==> config.mk <==
export PLATFORM = sky130hd
export DESIGN_NAME = mem_arbiter
export DESIGN_NICKNAME = d
export VERILOG_FILES = /design/src/rtl/mem_arbiter.sv
export SDC_FILE = /design/constraint.sdc
export NUM_CORES = 1
export LEC_CHECK = 0
export ABC_CLOCK_PERIOD_IN_PS = 6250
export CAP_MARGIN = 20
export CORE_ASPECT_RATIO = 0.7
export CORE_MARGIN = 10
export CORE_UTILIZATION = 37
export CTS_CLUSTER_DIAMETER = 200
export CTS_CLUSTER_SIZE = 10
export DETAILED_ROUTE_END_ITERATION = 10
export PLACE_DENSITY = 0.88
export SLEW_MARGIN = 40
export SYNTH_ARGS = -nofsm -noshare
export SYNTH_HDL_FRONTEND = slang
export SYNTH_SLANG_ARGS = --single-unit
==> constraint.sdc <==
create_clock -name i_clk -period 6.25 [get_ports i_clk]
set_input_delay 1.25 -clock i_clk [delete_from_list [all_inputs] [get_ports i_clk]]
set_output_delay 1.25 -clock i_clk [all_outputs]
set_load 0.1 [all_outputs]
==> src/rtl/mem_arbiter.sv <==
// Two-port data-memory arbiter: round-robin grant between the CPU LSU (port 0)
// and the DMA (port 1), with a per-transaction READY timeout and grant counters.
module mem_arbiter #(
   parameter int ADDR_W  = 18,
   parameter int TIMEOUT = 255
) (
   input  logic              i_clk,
   input  logic              i_rst_n,
   input  logic [ADDR_W-1:0] i_p0_ADDR,
   input  logic [31:0]       i_p0_WDATA,
   input  logic [3:0]        i_p0_BMASK,
   input  logic              i_p0_WREN,
   input  logic              i_p0_VALID,
   output logic              o_p0_READY,
   output logic [31:0]       o_p0_RDATA,
   input  logic [ADDR_W-1:0] i_p1_ADDR,
   input  logic [31:0]       i_p1_WDATA,
   input  logic [3:0]        i_p1_BMASK,
   input  logic              i_p1_WREN,
   input  logic              i_p1_VALID,
   output logic              o_p1_READY,
   output logic [31:0]       o_p1_RDATA,
   output logic [ADDR_W-1:0] o_mem_ADDR,
   output logic [31:0]       o_mem_WDATA,
   output logic [3:0]        o_mem_BMASK,
   output logic              o_mem_WREN,
   output logic              o_mem_VALID,
   input  logic [31:0]       i_mem_RDATA,
   input  logic              i_mem_READY,
   output logic              o_timeout,
   output logic [15:0]       o_grant_cnt0,
   output logic [15:0]       o_grant_cnt1
);

   typedef enum logic [1:0] {IDLE, BUSY0, BUSY1} state_t;

   localparam logic [15:0] TIMEOUT_W = 16'(TIMEOUT);

   state_t      state_reg, state_next;
   logic        prio_reg, prio_next;
   logic [15:0] wait_reg, wait_next;
   logic [15:0] grant_cnt0_reg, grant_cnt0_next;
   logic [15:0] grant_cnt1_reg, grant_cnt1_next;
   logic [1:0]  ready_vec;
   logic [1:0]  done_vec;
   logic        busy_sel;
   logic        sel_valid;

   always_ff @(posedge i_clk or negedge i_rst_n) begin
      if (!i_rst_n) begin
         state_reg      <= IDLE;
         prio_reg       <= 1'b0;
         wait_reg       <= 16'd0;
         grant_cnt0_reg <= 16'd0;
         grant_cnt1_reg <= 16'd0;
      end else begin
         state_reg      <= state_next;
         prio_reg       <= prio_next;
         wait_reg       <= wait_next;
         grant_cnt0_reg <= grant_cnt0_next;
         grant_cnt1_reg <= grant_cnt1_next;
      end
   end

   always_comb begin
      state_next  = state_reg;
      prio_next   = prio_reg;
      wait_next   = wait_reg;
      ready_vec   = 2'b00;
      done_vec    = 2'b00;
      o_timeout   = 1'b0;
      o_mem_VALID = 1'b0;
      // IDLE falls through to port 0 for the address/data mux
      busy_sel    = (state_reg == BUSY1);
      sel_valid   = busy_sel ? i_p1_VALID : i_p0_VALID;
      o_mem_ADDR  = busy_sel ? i_p1_ADDR  : i_p0_ADDR;
      o_mem_WDATA = busy_sel ? i_p1_WDATA : i_p0_WDATA;
      o_mem_BMASK = busy_sel ? i_p1_BMASK : i_p0_BMASK;
      o_mem_WREN  = busy_sel ? i_p1_WREN  : i_p0_WREN;

      case (state_reg)
         IDLE: begin
            wait_next = 16'd0;
            if (i_p0_VALID && i_p1_VALID) begin
               state_next = prio_reg ? BUSY1 : BUSY0;
            end else if (i_p0_VALID) begin
               state_next = BUSY0;
            end else if (i_p1_VALID) begin
               state_next = BUSY1;
            end
         end
         BUSY0, BUSY1: begin
            o_mem_VALID = sel_valid;
            // A requester withdrawing mid-transaction is dropped silently
            if (!sel_valid) begin
               state_next = IDLE;
            end else if (i_mem_READY) begin
               ready_vec[busy_sel] = 1'b1;
               done_vec[busy_sel]  = 1'b1;
               prio_next           = ~busy_sel;
               state_next          = IDLE;
            end else if (wait_reg == TIMEOUT_W) begin
               ready_vec[busy_sel] = 1'b1;
               o_timeout           = 1'b1;
               prio_next           = ~busy_sel;
               state_next          = IDLE;
            end else begin
               wait_next = wait_reg + 16'd1;
            end
         end
         default: state_next = IDLE;
      endcase
   end

   assign grant_cnt0_next = (done_vec[0] && (grant_cnt0_reg != 16'hFFFF)) ?
                            grant_cnt0_reg + 16'd1 : grant_cnt0_reg;
   assign grant_cnt1_next = (done_vec[1] && (grant_cnt1_reg != 16'hFFFF)) ?
                            grant_cnt1_reg + 16'd1 : grant_cnt1_reg;

   assign o_p0_READY   = ready_vec[0];
   assign o_p1_READY   = ready_vec[1];
   assign o_p0_RDATA   = i_mem_RDATA;
   assign o_p1_RDATA   = i_mem_RDATA;
   assign o_grant_cnt0 = grant_cnt0_reg;
   assign o_grant_cnt1 = grant_cnt1_reg;

endmodule

==> Flow_metrics.wiki, run 1 <==
{| class="wikitable"
! Metric !! Value
|-
| Outcome || finished clean
|-
| Clock tree from TritonCTS || built
|-
| EDFF count, synth || 0
|-
| Layout area overhead || 35.5%
|-
| Type of destination of the critical path || output port
|-
| Cell type with the largest total area after synthesis || sky130_fd_sc_hd__dfrtp_1
|-
| Area fraction in and, or, nand and nor cells after synthesis || 0.183
|-
| Setup skew after layout || 0.0103 ns
|-
| Antenna violations before repair || 0
|-
| Remaining routing DRC violations || 0
|-
| Compound-cell area share of the yosys netlist || 0.0758
|-
| Clock H-tree levels || 2
|-
| Main combinational cell family by area after synthesis || multiplexers
|-
| First-pass GRT wire length || 21.7 mm
|-
| CTS buffer count || 5
|-
| Synth area leaders || sky130_fd_sc_hd__dfrtp_1, sky130_fd_sc_hd__mux2_2, sky130_fd_sc_hd__buf_4
|-
| Chip width || 143 um
|-
| Unrepaired setup endpoints after global routing || false
|-
| Initial standard-cell utilization of the core || 0.379
|-
| Post-synthesis instance area || 3930 sq um
|-
| Part of the cycle the worst path needs || 0.670
|-
| Mean cell area of the mapped netlist || a little under 10 sq um
|-
| Maximum number of pins on one net before global-route repair || 52
|-
| Number of port buffers || 205
|-
| Nets || approximately 690
|-
| Post-synthesis share of cell area spent on xor and xnor gates || 0.0624
|-
| Maximum clock frequency || 239 MHz
|-
| First-iteration detailed-routing DRC count || 211
|-
| Reported leakage power || 0.00237 uW
|-
| Distinct cell type count after synthesis || 55
|-
| Multiplexer area fraction after synthesis || 0.190
|-
| Final min period || 4.19 ns
|-
| Transition time at the pin with the least slew margin || 0.825 ns
|-
| GPL Wtd Cong || 0.908
|-
| HP Class || flop to flop
|-
| Cell at the root of the clock tree || sky130_fd_sc_hd__clkbuf_16
|-
| Post-route setup TNS || 0 ns
|-
| Hold bufs inserted after CTS || 0
|-
| Die outline height || roughly 110 um
|-
| Final Hold Violating Endpoints || 0
|-
| Category of the worst setup path launch point || primary input
|-
| Post-CTS clock slew at the launch and capture registers of the worst setup and hold paths || 0.07 ns
|-
| Asr flop ratio synth || 1.00
|-
| Maximum fanout encountered on the critical timing path || 6
|-
| Standard-cell rows || 31
|-
| Arrival time reported for the critical path endpoint || roughly 3 ns
|-
| Cell Pwr Density || 428 nW/um^2
|-
| Core area || 10400 sq um
|-
| Antenna diodes || 0
|-
| Count of synthesis-stage warnings from yosys || 0
|-
| Critical path type || primary input to output port
|-
| Adder-cell share of the synthesized area || 0.0159
|-
| Area share of the largest cell type after synthesis || 0.325
|-
| Vias in the first global route || roughly 3600
|-
| Final antenna-violating net count || 0
|-
| Maximum root-to-sink buffer count || 2
|-
| Number of fillers in the final layout || 925
|-
| Number of nets in the synthesized netlist || 548
|-
| Number of buffers added for setup after CTS || 0
|-
| Leading cell type in the layout, fill and taps excluded || sky130_fd_sc_hd__clkdlybuf4s50_1
|-
| Max-cap viol count || 0
|-
| VDD IR max || 0.261 mV
|-
| Number of pins with negative max-slew slack in the final report || 0
|-
| Worst slew margin || 0.445
|-
| Flops & latches, synth || 51
|-
| Detailed placer's ending HPWL || 12.7 mm
|-
| Count of TritonRoute iterations in the first routing pass || 6
|-
| Layout Utilization || 0.514
|-
| Sequential cell area in the final layout || 1280 sq um
|-
| Residual overflow from global routing || 0
|-
| Post_cts resized || 0
|-
| Final count of negative-setup-slack endpoints || 0
|-
| Most used DFF post-synth || sky130_fd_sc_hd__dfrtp_1
|-
| Area of the die || between 15000 and 20000 sq um
|-
| Data required, critical path || 5.00 ns
|-
| Met1 demand-to-capacity share in global routing || 0.189
|-
| GRT busiest layer || met2
|-
| Sequential element share of the synthesized area || 0.325
|-
| Vias || 3505
|-
| Wire length per cell || 22.5 um
|-
| Total global routing track utilization || 0.184
|-
| Share of post-route cells with drive strength above 1 || 0.330
|-
| Top Ports || 302
|-
| Routed WL || 15.0 mm
|-
| Routed vias/inst || 5.25
|-
| Area of the multi-input gates || 2080 sq um
|-
| Gate count of the mapped netlist || 396
|-
| Global routing met2 resource utilization || 0.306
|-
| Clk sink count || 51
|-
| Global routing usage on met3 || 0.0729
|-
| Latest clock arrival within the worst-skew pair || 0.29 ns
|-
| Leading cell types in the layout, fill and taps excluded || sky130_fd_sc_hd__clkdlybuf4s50_1, sky130_fd_sc_hd__buf_2, sky130_fd_sc_hd__mux2_2
|}
routing by layer:
| metal | wire, um | vias to the layer above |
|---|---|---|
| li1 | - | 1665 |
| met4 | 1060 | 0 |
| met2 | 7370 | 160 |
| met5 | 0 | - |
| met1 | 5200 | 1636 |
| met3 | 1400 | 44 |
power breakdown:
part | internal, uW | switching (uW) | total, uW
Combinational | 345 | 1250 | 1600
Clock | 160 | 119 | 279
Sequential | 363 | 36.1 | 400
Total | 869 | 1410 | 2280
cells by family after synthesis:
| logic type | count (synthesis) |
|---|---|
| XOR/XNOR | 28 |
| adder cells (fa/ha/maj) | 5 |
| flip-flops | 51 |
| AO/OA/AOI/OAI | 39 |
| AND/OR/NAND/NOR | 121 |
| multiplexers | 67 |
| buffers and inverters | 85 |
cell type report:
class	count	share of cell area
clock buffers	7	0.0268
clock inverters	1	0.00165
inverters	10	0.00705
multi-input cells	260	0.391
flip-flops and latches	51	0.240
well taps	132	0.0310
repair buffers	207	0.303
worst max-delay path, cell delays in order:
cell and delay, ns:
sky130_fd_sc_hd__clkdlybuf4s50_1 0.60, sky130_fd_sc_hd__mux2i_1 0.19, sky130_fd_sc_hd__nor2_1 0.20, sky130_fd_sc_hd__o21a_1 0.24
sky130_fd_sc_hd__nor2b_1 0.16, sky130_fd_sc_hd__buf_4 0.31
path summary, 6_finish.rpt:
path	end	slack (ns)	from	cells after the start
setup / recovery	o_p0_READY	2.06	i_p1_VALID	6
hold / removal	o_grant_cnt1[15]	0.49	o_grant_cnt1[15]	1
setup reg to reg	wait_reg[12]	3.41	state_reg[0]	6
hold reg to reg	o_grant_cnt1[15]	0.49	o_grant_cnt1[15]	1
max in group asynchronous	o_grant_cnt0[2]	4.73	i_rst_n	2
min in group asynchronous	o_grant_cnt1[15]	1.06	i_rst_n	2
through the flow:
step / setup slack, ns / area [sq um] / hold WS, ns / instances / power (uW)
floorplan: 0.693 / 3930 / 0.446 / 396 / 1900
global placement: 1.42 / 5610 / 0.466 / 660 / 2110
detailed placement: 2.10 / 5160 / 0.478 / 660 / 2010
CTS: 2.09 / 5320 / 0.489 / 668 / 2290
global route: 1.91 / 5320 / 0.520 / 668 / 2360
finish: 2.06 / 5320 / 0.488 / 668 / 2280
cells in the mapped netlist (3+ instances only):
cell,count
sky130_fd_sc_hd__a211oi_1,3
sky130_fd_sc_hd__a21oi_1,4
sky130_fd_sc_hd__a31oi_1,4
sky130_fd_sc_hd__and2_1,3
sky130_fd_sc_hd__and3_1,13
sky130_fd_sc_hd__and4_1,3
sky130_fd_sc_hd__buf_4,64
sky130_fd_sc_hd__clkbuf_1,7
sky130_fd_sc_hd__dfrtp_1,51
sky130_fd_sc_hd__ha_1,5
sky130_fd_sc_hd__inv_1,9
sky130_fd_sc_hd__mux2_2,60
sky130_fd_sc_hd__mux2i_1,7
sky130_fd_sc_hd__nand2_1,22
sky130_fd_sc_hd__nand3_1,16
sky130_fd_sc_hd__nand4_1,20
sky130_fd_sc_hd__nor2_1,10
sky130_fd_sc_hd__nor3_1,6
sky130_fd_sc_hd__nor4_1,6
sky130_fd_sc_hd__o211ai_1,3
sky130_fd_sc_hd__o21ai_0,6
sky130_fd_sc_hd__xnor2_1,18
sky130_fd_sc_hd__xor2_1,10
No activity file was read; power rests on OpenSTA's default activity.
==> run 2: changes to the inputs <==
Settings changed: ABC_CLOCK_PERIOD_IN_PS 6250 to 3650, CORE_UTILIZATION 37 to 31, PLACE_DENSITY 0.88 to 0.78.
Clock period 6.25 ns to 3.65 ns, I/O delays scaled along.
==> run 2 against run 1 <==
  * Combinational power increased by 82%
  * Sequential power is 71% higher
  * Clock skew hardly changed
  * Global-route usage down 3.0 points
  * Setup slack worse by 1.6 ns
  * Critical path depth increased by 1
  * Die area increased by 16%
  * Via count is essentially flat
  * Worst hold slack worse by 0.077 ns
  * Utilization decreased by 6.4 points
==> Flow_metrics.wiki, run 2 (same netlist as run 1, synthesis figures left out) <==
{| class="wikitable"
! Metric !! Value
|-
| Detailed placer's ending HPWL || 12.2 mm (-4.4%)
|-
| Type of destination of the critical path || output port
|-
| Number of pins with negative max-slew slack in the final report || 0 (unchanged)
|-
| Post_cts resized || 0 (unchanged)
|-
| VDD IR max || 0.548 mV (+110%)
|-
| Unrepaired setup endpoints after global routing || false
|-
| Routed WL || 14.4 mm (-4.2%)
|-
| Data required, critical path || 2.92 ns (-2.08 ns)
|-
| Maximum root-to-sink buffer count || 2 (unchanged)
|-
| Setup skew after layout || 0.0106 ns (+0.000338 ns)
|-
| Latest clock arrival within the worst-skew pair || 0.30 ns (about the same)
|-
| Top Ports || 302 (unchanged)
|-
| Cell area after layout || 5590 sq um (+5.0%)
|-
| CTS buffer count || 5 (unchanged)
|-
| Final antenna-violating net count || 0 (unchanged)
|-
| Cell-by-cell listing of the critical path || inv_1 > ha_1 > clkinv_1 > nor2_2 > o21a_1 > nor2b_2 > buf_12
|-
| Worst r2r path cells || 6 (unchanged)
|-
| Critical path type || flop to output port
|-
| Clock tree from TritonCTS || built
|-
| Critical Path End || o_p0_READY
|-
| Number of fillers in the final layout || 1160 (+25%)
|-
| Slowest cell delay on critical path || 0.46 ns (-0.14 ns)
|-
| Cell Pwr Density || 732 nW/um^2 (+71%)
|-
| Number of port buffers || 205 (unchanged)
|-
| Final count of negative-setup-slack endpoints || 0 (unchanged)
|-
| Setup slack of the worst register-to-register path || 1.16 ns (-2.25 ns)
|-
| Die outline height || 114 um (+7.5%)
|-
| Clk sink count || 51 (unchanged)
|-
| Clock H-tree levels || 2 (unchanged)
|-
| Reg2Reg Capture Point || state_reg[0]
|-
| Wire length per cell || 20.6 um (-8.6%)
|-
| Routed vias/inst || 5.01 (-4.6%)
|-
| Standard-cell rows || 34 (+9.7%)
|-
| Leading cell types in the layout, fill and taps excluded || sky130_fd_sc_hd__clkdlybuf4s50_1, sky130_fd_sc_hd__buf_4, sky130_fd_sc_hd__mux2_2
|-
| Antenna violations before repair || 1 (+1)
|-
| HP Class || primary input to async pin
|-
| Cell at the root of the clock tree || sky130_fd_sc_hd__clkbuf_16
|-
| Post-CTS clock slew at the launch and capture registers of the worst setup and hold paths || 0.08 ns (about the same)
|-
| Outcome || finished clean
|-
| Leading cell type in the layout, fill and taps excluded || sky130_fd_sc_hd__clkdlybuf4s50_1
|-
| Worst slew margin || 0.479 (+0.0336)
|-
| Maximum fanout encountered on the critical timing path || 9 (+3)
|-
| Final min period || 3.15 ns
|-
| Area of the die || 17600 sq um (+16%)
|-
| Max-cap viol count || 0 (unchanged)
|-
| Layout area overhead || 42.3%
|-
| Core area || 12400 sq um (+20%)
|-
| Category of the worst setup path launch point || flop
|-
| Maximum number of pins on one net before global-route repair || 59 (+13%)
|-
| Count of TritonRoute iterations in the first routing pass || 4 (-2)
|-
| Vias in the first global route || 3711 (+3.1%)
|-
| Slowest stage cell, crit path || sky130_fd_sc_hd__ha_1
|-
| First-pass GRT wire length || 21.9 mm (+0.51%)
|-
| GPL Wtd Cong || 0.878 (-3.3%)
|-
| Remaining routing DRC violations || 0 (unchanged)
|-
| Initial standard-cell utilization of the core || 0.316 (-0.0631)
|-
| Min setup slack post-route || 0.496 ns (-1.56 ns)
|-
| Reported leakage power || 0.00244 uW (+2.6%)
|-
| First-iteration detailed-routing DRC count || 231 (+9.5%)
|-
| Layout Utilization || 0.450 (-0.0639)
|-
| Residual overflow from global routing || 0 (unchanged)
|-
| Final Hold Violating Endpoints || 0 (unchanged)
|-
| Part of the cycle the worst path needs || 0.864
|-
| Arrival time reported for the critical path endpoint || 2.42 ns (-0.52 ns)
|-
| Post-DP Area || 5430 sq um (+5.1%)
|-
| Chip width || 155 um (+8.0%)
|-
| Maximum clock frequency || 317 MHz
|-
| Pre-CTS setup slack || 0.548 ns (-1.55 ns)
|-
| Vias || 3504 (-0.029%)
|-
| Transition time at the pin with the least slew margin || 0.775 ns (-0.0500 ns)
|-
| Number of buffers added for setup after CTS || 0 (unchanged)
|-
| Share of post-route cells with drive strength above 1 || 0.336 (+0.00560)
|-
| Beginning of the worst register-to-register path || state_reg[0]
|-
| Total global routing track utilization || 0.154 (-0.0296)
|-
| Hold bufs inserted after CTS || 0 (unchanged)
|-
| Nets || 687 (unchanged)
|-
| Timing startpoint of the critical path || state_reg[0]
|}
==> run 2: changes by cell type in the layout (fill, tap and decap cells not counted), moves of 2 or more <==
cell	change
sky130_fd_sc_hd__buf_4	+57
sky130_fd_sc_hd__buf_2	-62
sky130_fd_sc_hd__diode_2	+2
sky130_fd_sc_hd__buf_12	+5
==> run 2: worst min-delay path by stage <==
stage	from	to	slack (ns)
global route	i_rst_n	o_grant_cnt1[13]	0.44
finish	i_rst_n	o_grant_cnt1[7]	0.41
floorplan	i_rst_n	o_grant_cnt0[0]	0.43
detailed placement	wait_reg[15]	wait_reg[15]	0.48
global placement	wait_reg[15]	wait_reg[15]	0.47
CTS	i_rst_n	o_grant_cnt1[7]	0.42
==> run 2: metrics by stage <==
stage | instances | power (uW) | hold slack [ns] | setup TNS (ns)
global route | 698 | 4250 | 0.442 | 0
global placement | 690 | 3610 | 0.471 | 0
finish | 700 | 4090 | 0.411 | 0
detailed placement | 690 | 3610 | 0.483 | 0
floorplan | 396 | 3260 | 0.434 | -0.0584
CTS | 698 | 4120 | 0.423 | 0
==> run 2: final cells by class <==
class | count | area [sq um] | share of cell area
antenna | 2 | 5.00 | 0.000895
clock inverter | 2 | 16.3 | 0.00291
clock buffer | 6 | 139 | 0.0248
multi-input combinational | 260 | 2080 | 0.373
inverter | 10 | 37.5 | 0.00671
sequential | 51 | 1280 | 0.228
tap | 162 | 203 | 0.0363
timing repair buffer | 207 | 1830 | 0.327
==> run 2: layer usage <==
| metal | wire (um) | vias to the layer above | GRT usage | part of all wire |
|---|---|---|---|---|
| li1 | - | 1667 | - | - |
| met1 | 5950 | 1653 | 0.188 | 0.41 |
| met2 | 6820 | 172 | 0.242 | 0.47 |
| met3 | 1490 | 12 | 0.0755 | 0.10 |
| met4 | 136 | 0 | 0.0308 | 0.0094 |
| met5 | 0 | - | 0 | 0 |
==> run 2: critical path, delay by kind of cell, from the launching register on <==
kind                     cells  cell delay [ns]
buffers and inverters        3             0.59
AND/OR/NAND/NOR              2             0.47
AO/OA/AOI/OAI                1             0.23
flip-flops                   1             0.36
adder cells (fa/ha/maj)      1             0.46
==> run 2: report_power, final <==
group | internal [uW] | switching, uW
Combinational | 738 | 2180
Clock | 275 | 220
Sequential | 622 | 60.8
Total | 1640 | 2460
==> run 3: changes to the inputs <==
Settings changed: GPL_TIMING_DRIVEN set to 0.
==> run 3 against run 2 <==
  * First-iteration DRC count shrank 22%
  * Via count grew 15%
  * Worst hold slack got worse by 0.14 ns
  * Final cell count rose by 19%
  * Sequential cell count unchanged
  * Global-route usage is 1.9 points higher
  * Die area is the same
  * Non-clock buffer count grew 138
  * Utilization is 5.2 points higher
  * Largest power group unchanged
==> Flow_metrics.wiki, run 3 (same netlist as run 1, synthesis figures left out) <==
{| class="wikitable"
! Metric !! Value
|-
| Beginning of the worst register-to-register path || state_reg[1]
|-
| Clk sink count || 51 (unchanged)
|-
| First-pass GRT wire length || 24.7 mm (+13%)
|-
| Leading cell type in the layout, fill and taps excluded || sky130_fd_sc_hd__buf_2
|-
| Area of the die || 17600 sq um (unchanged)
|-
| Reported leakage power || 0.00296 uW (+22%)
|-
| Data required, critical path || 2.92 ns (about the same)
|-
| Routed vias/inst || 4.81 (-3.9%)
|-
| Critical path type || flop to output port
|-
| Maximum number of pins on one net before global-route repair || 43 (-27%)
|-
| Worst slew margin || 0.455 (-0.0236)
|-
| Vias || 4021 (+15%)
|-
| Chip width || 155 um (unchanged)
|-
| Worst hold slack || 0.268 ns (-0.143 ns)
|-
| Unrepaired setup endpoints after global routing || false
|-
| Clock H-tree levels || 2 (unchanged)
|-
| HP Class || primary input to async pin
|-
| Wire length per cell || 19.7 um (-4.3%)
|-
| Max-cap viol count || 0 (unchanged)
|-
| Type of destination of the critical path || output port
|-
| Overall power of the completed layout || 4310 uW (+5.2%)
|-
| Total global routing track utilization || 0.174 (+0.0195)
|-
| Setup skew after layout || 0.00702 ns (-0.00357 ns)
|-
| Final min period || 3.36 ns (+0.205 ns)
|-
| Final Hold Violating Endpoints || 0 (unchanged)
|-
| Cell area after layout || 6240 sq um (+12%)
|-
| Antenna diodes || 0 (-2)
|-
| Post_cts resized || 0 (unchanged)
|-
| First-iteration detailed-routing DRC count || 180 (-22%)
|-
| Post-DP Area || 6070 sq um (+12%)
|-
| Reg2Reg Capture Point || state_reg[1]
|-
| Placed insts || 828 (+20%)
|-
| Antenna violations before repair || 0 (-1)
|-
| Part of the cycle the worst path needs || 0.920 (+0.0562)
|-
| Maximum fanout encountered on the critical timing path || 10 (+1)
|-
| Nets || 825 (+20%)
|-
| Clock tree from TritonCTS || built
|-
| Hold bufs inserted after CTS || 0 (unchanged)
|-
| Top Ports || 302 (unchanged)
|-
| Post-CTS clock slew at the launch and capture registers of the worst setup and hold paths || 0.07 ns (about the same)
|-
| CTS buffer count || 5 (unchanged)
|-
| Arrival time reported for the critical path endpoint || 2.63 ns (+0.21 ns)
|-
| Number of port buffers || 269 (+31%)
|-
| Die outline height || 114 um (unchanged)
|-
| Final count of negative-setup-slack endpoints || 0 (unchanged)
|-
| Detailed placer's ending HPWL || 14.4 mm (+18%)
|-
| Core area || 12400 sq um (unchanged)
|-
| Transition time at the pin with the least slew margin || 0.810 ns (+0.0350 ns)
|-
| Category of the worst setup path launch point || flop
|-
| Layout Utilization || 0.502 (+0.0520)
|-
| Routed WL || 16.5 mm (+14%)
|-
| Residual overflow from global routing || 0 (unchanged)
|-
| Final Non-Filler Cells || 836 (+19%)
|-
| Number of fillers in the final layout || 1161 (+0.086%)
|-
| Number of buffers added for setup after CTS || 0 (unchanged)
|-
| Cell at the root of the clock tree || sky130_fd_sc_hd__clkbuf_16
|-
| Leading cell types in the layout, fill and taps excluded || sky130_fd_sc_hd__buf_2, sky130_fd_sc_hd__clkdlybuf4s50_1, sky130_fd_sc_hd__buf_4
|-
| GPL Wtd Cong || 0.829 (-5.7%)
|-
| Initial standard-cell utilization of the core || 0.316 (unchanged)
|-
| Cell Pwr Density || 691 nW/um^2 (-5.7%)
|-
| Vias in the first global route || 4190 (+13%)
|-
| Remaining routing DRC violations || 0 (unchanged)
|-
| Layout area overhead || 58.8%
|-
| Share of post-route cells with drive strength above 1 || 0.461 (+0.126)
|-
| Worst r2r path cells || 7 (+1)
|-
| Standard-cell rows || 34 (unchanged)
|-
| Number of pins with negative max-slew slack in the final report || 0 (unchanged)
|-
| Count of TritonRoute iterations in the first routing pass || 4 (unchanged)
|-
| Outcome || finished clean
|-
| Maximum root-to-sink buffer count || 2 (unchanged)
|-
| Maximum clock frequency || 298 MHz (-6.1%)
|-
| Setup slack of the worst register-to-register path || 1.11 ns (-0.05 ns)
|-
| Final antenna-violating net count || 0 (unchanged)
|-
| VDD IR max || 0.606 mV (+11%)
|-
| Latest clock arrival within the worst-skew pair || 0.29 ns (about the same)
|}
==> run 3: cell count changes in the layout (fill, tap and decap cells not counted), moves of 2 or more <==
cell	before	now
sky130_fd_sc_hd__buf_12	5	1
sky130_fd_sc_hd__clkbuf_1	0	7
sky130_fd_sc_hd__buf_4	61	65
sky130_fd_sc_hd__buf_2	28	157
sky130_fd_sc_hd__diode_2	2	0
==> run 3: metrics by stage <==
stage / TNS [ns] / setup WS (ns)
3_3_place_gp: -1.90 / -0.331
4_1_cts: 0 / 0.208
3_5_place_dp: 0 / 0.379
2_1_floorplan: -0.0584 / -0.0584
5_1_grt: 0 / 0.0215
6_report: 0 / 0.291
==> run 3: worst max-delay path by stage <==
stage                       from               to  slack (ns)  cells past startpoint
finish              state_reg[0]  o_mem_WDATA[30]        0.29                      7
CTS                 state_reg[0]  o_mem_WDATA[30]        0.21                      7
global route        state_reg[0]  o_mem_WDATA[30]        0.02                      7
detailed placement    i_p1_VALID       o_p0_READY        0.38                      6
global placement      i_p1_VALID       o_p0_READY       -0.33                      6
floorplan           state_reg[1]       o_p0_READY       -0.06                      7
==> run 3: area by class of cell <==
type / count / area [sq um] / area share
plain buffers: 75 / 542 / 0.0869
flip-flops and latches: 51 / 1280 / 0.205
multi-input cells: 260 / 2090 / 0.335
inverters: 10 / 37.5 / 0.00602
repair buffers: 270 / 1930 / 0.310
clock buffers: 6 / 139 / 0.0223
well taps: 162 / 203 / 0.0325
clock inverters: 2 / 16.3 / 0.00261
==> run 3: report_power, final <==
| part | leakage [uW] | total, uW | internal (uW) | switching (uW) |
|---|---|---|---|---|
| Combinational | 0.00220 | 3140 | 670 | 2470 |
| Sequential | 0.000691 | 683 | 622 | 60.7 |
| Clock | 0.0000731 | 483 | 274 | 209 |
==> run 3: worst max-delay path, stage by stage (launching register included) <==
cell                       delay (ns)
sky130_fd_sc_hd__dfrtp_1         0.38
sky130_fd_sc_hd__inv_1           0.08
sky130_fd_sc_hd__ha_1            0.16
sky130_fd_sc_hd__buf_6           0.14
sky130_fd_sc_hd__clkbuf_1        0.41
sky130_fd_sc_hd__clkbuf_1        0.46
sky130_fd_sc_hd__mux2_2          0.40
sky130_fd_sc_hd__buf_2           0.30
==> run 3: layer usage <==
layer  track usage  part of all wire  vias to the layer above
met5             0                 0                        -
met4        0.0188            0.0035                        0
met3        0.0537             0.078                        4
met2         0.306              0.52                      146
met1         0.210              0.39                     1936
li1              -                 -                     1935
==> patch (config.mk and constraints of run 2) <==
Change the parameter `ADDR_W` from 18 to 36.
--- a/src/rtl/mem_arbiter.sv
+++ b/src/rtl/mem_arbiter.sv
@@ -3,3 +3,3 @@
 module mem_arbiter #(
-   parameter int ADDR_W  = 18,
+   parameter int ADDR_W  = 36,
    parameter int TIMEOUT = 255
Ports: changed (resized i_p0_ADDR, i_p1_ADDR and o_mem_ADDR); port bits go from 302 to 356. No check against the original RTL was run, so the function may have changed too.
==> patch against run 2 <==
Total power increased by 7.8%. Sequential share of layout area decreased by 2.0 points. Area after synthesis increased by 1.7%. Sequential cell count unchanged. Wire length increased by 24%. Setup slack got worse by 0.020 ns. Design area increased by 9.6%. Hold slack improved by 0.050 ns. Critical path type unchanged.
==> patch: results (changes against run 2) <==
M1 GR Usage = 19.4% (was 18.8%)
part of the Yosys area used for sequential elements = 32.0% (was 32.5%)
WP data arrival = 2.44 ns (was 2.42 ns)
initial antenna violation count = 0 (was 1)
vias in the first global route = 4037 (was 3711)
placed cells = 758 (was 690)
Syn Area/Cell = 9.69 µm² (was 9.92 µm²)
met3 WL post-DR = 1990 µm (was 1490 µm)
status = finished, final reports clean (unchanged)
Yosys cell types = 44 (was 55)
met2 Use GR = 32.2% (was 24.2%)
Post-DP HPWL = 15600 µm (was 12200 µm)
GPL Wtd Cong = 0.913 (was 0.878)
wl on met1 = 6250 µm (was 5950 µm)
fin cells = 766 (was 700)
Met2 Wirelength = 9160 µm (was 6820 µm)
critical-path maximum fanout = 39 (was 9)
Synth top cells by count = 76 x mux2_2, 65 x buf_4, 51 x dfrtp_1, 30 x nand2_1, 24 x nor2_1 (was 64 x buf_4, 60 x mux2_2, 51 x dfrtp_1, 22 x nand2_1, 20 x nand4_1)
area of placed instances = 5980 µm² (was 5430 µm²)
met3 usage = 9.51% (was 7.55%)
vias per inst = 4.83 (was 5.01)
fraction of layout cells with a size suffix above 1 = 34.1% (was 33.6%)
Final #Nets = 791 (was 687)
peak supply drop = 0.638 mV (was 0.548 mV)
syn nets = 600 (was 548)
==> patch: cell count changes in the layout (fill, tap and decap cells not counted), moves of 7 or more <==
cell             change
and3_1               -7
buf_4               +22
clkdlybuf4s50_1     +36
mux2_2              +16
nand2_1              +8
nand4_1              -8
nor2_1              +15
xnor2_1              -8
xor2_1              +10
==> patch: area by class of cell <==
cell class | count | area [µm²] | share of cell area [%]
Clock buffer | 6 | 129 | 2.10
Clock inverter | 2 | 12.5 | 0.204
Inverter | 12 | 45.0 | 0.735
Multi-Input combinational cell | 272 | 2140 | 34.9
Sequential cell | 51 | 1280 | 20.8
Tap cell | 162 | 203 | 3.31
Timing Repair Buffer | 261 | 2320 | 37.9
==> patch: power by group <==
part           switching [mW]  internal, mW
clock                   0.208         0.253
combinational            2.43         0.842
sequential             0.0628         0.620
==> patch: final timing paths <==
check	depth (start not counted)	to	slack, ns
hold / removal	1	o_grant_cnt1[9]	0.46
max in group asynchronous	1	o_grant_cnt0[4]	2.74
min in group i_clk	1	o_grant_cnt1[7]	0.48
setup / recovery	6	o_timeout	0.48
hold reg to reg	1	o_grant_cnt1[7]	0.48
setup reg to reg	7	wait_reg[3]	1.08
==> patch: logic make-up after synthesis <==
logic type                 count (synthesis)  synth area share (%)
AOI/OAI and AO/OA                         33                  5.80
xor gates and xnor gates                  30                  6.58
adders and majority gates                  5                  1.57
buffers and inverters                     89                  14.9
DFF                                       51                  32.0
muxes                                     84                  23.8
and+or+nand+nor                          120                  15.4
==> patch: worst max-delay path, cell delays in order, from the launching register on <==
cell and delay [ns]:
dfrtp_1 0.36, inv_1 0.13, ha_4 0.52, mux2i_2 0.22
nor3_4 0.38, nor2b_1 0.32, buf_12 0.22
